### config.mk
export PLATFORM = sky130hd
export DESIGN_NAME = sklansky_pipe_adder
export DESIGN_NICKNAME = d
export VERILOG_FILES = /design/src/rtl/sklansky_pipe_adder.sv
export SDC_FILE = /design/constraint.sdc
export NUM_CORES = 2
export LEC_CHECK = 0
export ABC_CLOCK_PERIOD_IN_PS = 68000
export BUFFER_PORTS_ARGS = -buffer_cell sky130_fd_sc_hd__buf_4
export CAP_MARGIN = 20
export CORE_MARGIN = 3
export CORE_UTILIZATION = 30
export DETAILED_ROUTE_END_ITERATION = 10
export GPL_ROUTABILITY_DRIVEN = 1
export PLACE_DENSITY = 0.44
export SYNTH_ARGS = -nofsm -noshare
export SYNTH_HDL_FRONTEND = slang
export SYNTH_SLANG_ARGS = --single-unit
export TNS_END_PERCENT = 1
### constraint.sdc
create_clock -name clk -period 68 [get_ports clk]
set_input_delay 3.4 -clock clk [delete_from_list [all_inputs] [get_ports clk]]
set_output_delay 3.4 -clock clk [all_outputs]
set_load 0.05 [all_outputs]
### src/rtl/sklansky_pipe_adder.sv
// Pipelined Sklansky prefix adder/subtractor with valid/ready flow control.
// Ports: clk/rst, in_valid/in_ready + a,b,cin,sub,tag in; out_valid/out_ready + sum,cout,ovf,tag_out out.
module sklansky_pipe_adder #(
  parameter int WIDTH      = 128,
  parameter int PIPE_EVERY = 1,
  parameter int TAG_W      = 4
) (
  input  logic             clk,
  input  logic             rst,
  input  logic             in_valid,
  output logic             in_ready,
  input  logic [WIDTH-1:0] a,
  input  logic [WIDTH-1:0] b,
  input  logic             cin,
  input  logic             sub,
  input  logic [TAG_W-1:0] tag,
  output logic             out_valid,
  input  logic             out_ready,
  output logic [WIDTH-1:0] sum,
  output logic             cout,
  output logic             ovf,
  output logic [TAG_W-1:0] tag_out
);

  localparam int LEVELS = $clog2(WIDTH);
  localparam int NSTG   = (LEVELS + PIPE_EVERY - 1) / PIPE_EVERY;

  // Index 0 is the input register; index k holds the result of prefix group k.
  logic             v_q  [0:NSTG];
  logic [WIDTH-1:0] g_q  [0:NSTG];
  logic [WIDTH-1:0] p_q  [0:NSTG];
  logic [WIDTH-1:0] pp_q [0:NSTG];
  logic             c0_q [0:NSTG];
  logic [TAG_W-1:0] t_q  [0:NSTG];

  logic [WIDTH-1:0] gn [1:NSTG];
  logic [WIDTH-1:0] pn [1:NSTG];
  logic [WIDTH-1:0] gt;
  logic [WIDTH-1:0] pt;
  logic [WIDTH-1:0] bx;
  logic [WIDTH-1:0] gf;
  logic             adv;
  int               j;

  assign adv      = ~v_q[NSTG] | out_ready;
  assign in_ready = adv;
  assign bx       = sub ? ~b : b;

  always_comb begin
    gt = '0;
    pt = '0;
    j  = 0;
    for (int k = 1; k <= NSTG; k++) begin
      gt = g_q[k-1];
      pt = p_q[k-1];
      // Carry-in acts as bit -1: one grey cell merges it into bit 0
      // so every prefix span ending at bit 0 already includes it.
      if (k == 1) begin
        gt[0] = gt[0] | (pt[0] & c0_q[0]);
        pt[0] = 1'b0;
      end
      for (int l = 1; l <= LEVELS; l++) begin
        if ((l - 1) / PIPE_EVERY == k - 1) begin
          for (int i = 0; i < WIDTH; i++) begin
            if (i[l-1]) begin
              // j has bit l-1 clear, so it is not updated at this level.
              j     = ((i >> (l - 1)) << (l - 1)) - 1;
              gt[i] = gt[i] | (pt[i] & gt[j]);
              pt[i] = pt[i] & pt[j];
            end
          end
        end
      end
      gn[k] = gt;
      pn[k] = pt;
    end
  end

  always_ff @(posedge clk) begin
    if (rst) begin
      for (int k = 0; k <= NSTG; k++) begin
        v_q[k]  <= 1'b0;
        g_q[k]  <= '0;
        p_q[k]  <= '0;
        pp_q[k] <= '0;
        c0_q[k] <= 1'b0;
        t_q[k]  <= '0;
      end
    end else if (adv) begin
      v_q[0]  <= in_valid;
      g_q[0]  <= a & bx;
      p_q[0]  <= a ^ bx;
      pp_q[0] <= a ^ bx;
      c0_q[0] <= cin ^ sub;
      t_q[0]  <= tag;
      for (int k = 1; k <= NSTG; k++) begin
        v_q[k]  <= v_q[k-1];
        g_q[k]  <= gn[k];
        p_q[k]  <= pn[k];
        pp_q[k] <= pp_q[k-1];
        c0_q[k] <= c0_q[k-1];
        t_q[k]  <= t_q[k-1];
      end
    end
  end

  assign gf        = g_q[NSTG];
  assign out_valid = v_q[NSTG];
  assign sum       = pp_q[NSTG] ^ {gf[WIDTH-2:0], c0_q[NSTG]};
  assign cout      = gf[WIDTH-1];
  assign ovf       = gf[WIDTH-2] ^ gf[WIDTH-1];
  assign tag_out   = t_q[NSTG];

endmodule

==> out/metrics.csv <==
metric,value,unit
status,"complete, no violations",
Power Total,3470,uW
Synth area leader,edfxtp_1,
nets@finish,7261,
vias in the first global route,54800,
"top cells by area, synth","edfxtp_1 73%, nor3b_1 9.9%, nor2b_1 2.5%",
Worst Path Max Fanout,98,
total CTS buffers,301,
I/O pins,402,
overall die width,605,um
post-synthesis cell count,6644,
H-tree depth,5,
Root Buffer,clkbuf_16,
Slew Limit Fails,0,
CTS resizes,0,
DR vias,53100,
share of layout cells above drive strength 1,0.153,
placed insts,11300,
buffer count from post-CTS setup fixing,0,
CTS tree,yes,
Unique masters post-synth,22,
leakage,0.0470,uW
num rows,219,
Worst-Margin Slew,1.10,ns
DP Area,114000,um^2
Detailed Route Iter0 Violations,3940,
Tcrit/Tclk final,0.131,
CTS max path bufs,4,
Achievable Freq,113,MHz
slew margin rel.,0.265,
first-pass GRT wire length,334,mm
P&R area growth vs syn,14.4,%
Worst Path Required,68.46,ns
largest net degree at the start of global routing,222,
pwr/cell area,28.2,nW/um^2
vias per cell,4.48,
CP Class,primary input to register,
post-synthesis sequential area ratio,0.731,
Initial Util,0.302,
"most common cell after layout, fill and taps aside",edfxtp_1,
drt drc,0,
Mapped Avg Cell Area,16.2,um^2
Ys Warns,0,
Die ar.,366000,um^2
Hold Fails Final Rpt,0,
1st-pass router iterations,5,
footprint of the multi-input gates,25200,um^2
Setup Skew,0.0645,ns
peak supply drop,0.0213,mV
final non-filler cell total,11900,
Hold Crit Class,register to register,
initial antenna violation count,9,
post-synth net total,7038,
Seq cells post-synth,2618,
clk sink count,2618,
"Reg clk slew, reported paths",0.05,ns
hold_buf cts,0,
most frequent cells in the layout,"2618 x edfxtp_1, 1420 x nor3b_1, 476 x buf_4",
design area,123000,um^2
final setup vio count,0,
WL/cell,17.9,um
total core area,356000,um^2
Max-Cap Viols,0,
DP HPWL,121,mm
RSZ-0062 raised after global routing,no,
setup_tns,0,ns
Final Wtd Congestion,0.728,
WL final,213,mm
setup slack after layout,59.12,ns
worst skew pair latency,0.91,ns
post-place setup slack,57.61,ns
Yosys top cell area share,0.731,
DIE HEIGHT,605,um
GRT overflow,0,
Synth Cell Area,108000,um^2
Reg area,78600,um^2
total global-route track usage,0.113,
# port buffers,401,
endpoint class of the critical path,register,
crit start category,primary input,
CP Data Arrival Time,9.35,ns
Final ANT Viol Nets,0,
fill count,34000,
min cycle time layout,8.88,ns
[through the flow]
step           hold slack [ns]   util
2_1_floorplan            0.509      -
3_3_place_gp             0.512  0.318
3_5_place_dp             0.518  0.318
4_1_cts                  0.500  0.345
5_1_grt                  0.529  0.345
6_report                 0.492  0.345
[final timing paths]
| path | from | end | slack, ns | depth (start not counted) |
|---|---|---|---|---|
| hold reg to reg | p_q[5][89]$_SDFFCE_PP0P_ | p_q[6][89]$_SDFFCE_PP0P_ | 0.49 | 1 |
| setup / recovery | rst | g_q[0][49]$_SDFFCE_PP0P_ | 59.12 | 8 |
| setup reg to reg | v_q[7]$_SDFFCE_PP0P_ | p_q[1][53]$_SDFFCE_PP0P_ | 61.40 | 9 |
| hold / removal | p_q[5][89]$_SDFFCE_PP0P_ | p_q[6][89]$_SDFFCE_PP0P_ | 0.49 | 1 |
[layout make-up]
| class | instances | area share |
|---|---|---|
| antenna | 2 | 0.0000407 |
| clock inverter | 174 | 0.0126 |
| timing repair buffer | 489 | 0.0313 |
| tap | 4751 | 0.0483 |
| sequential | 2618 | 0.639 |
| multi-input combinational | 3456 | 0.205 |
| clock buffer | 368 | 0.0641 |
| inverter | 1 | 0.0000305 |
[sequential cells by signal, summed over array words and instances, names as in the netlist]
signal and cells:
g_q 1024, pp_q 866, p_q 680, t_q 32, c0_q 8, v_q 8
[worst max-delay path, cell delays in order]
cell	delay, ns
buf_16	0.31
nand2b_4	0.78
buf_4	0.75
buf_4	0.75
buf_4	0.54
buf_4	0.81
buf_4	0.75
buf_4	0.82
[cell usage after synthesis]
master	n
edfxtp_1	2618
nor3b_1	1420
a21oi_1	449
nor2b_1	427
nor3_1	321
xor2_1	257
and4bb_2	204
clkbuf_1	203
buf_6	191
buf_2	138
ha_1	128
nor2_1	128
nor4bb_1	85
and2_1	32
buf_1	31
buf_4	6
a211oi_1	1
inv_1	1
nand2b_1	1
nand3_1	1
nor2b_4	1
xnor2_1	1
[cells by family (layout without fill, tap and decap cells)]
family,after synthesis,count (layout),share of synthesized area
AOI/OAI and AO/OA,450,450,0.0210
xor gates and xnor gates,258,258,0.0210
adders and majority gates,128,128,0.0149
buffers and inverters,570,1032,0.0350
DFF,2618,2618,0.731
other,0,2,0
and+or+nand+nor,2620,2620,0.177
[power by group]
part | switching [uW] | internal (uW)
sequential | 17.3 | 1800
combinational | 58.9 | 46.2
clock | 648 | 899
total | 724 | 2740
[metal layers]
layer	global-route usage	wire [um]	up-vias
met1	0.157	98600	26300
met3	0.0193	7270	319
met2	0.183	101000	697
li1	-	-	25800
met4	0.0332	5640	4
met5	0	27	-
(Power assumes the default switching activity.)
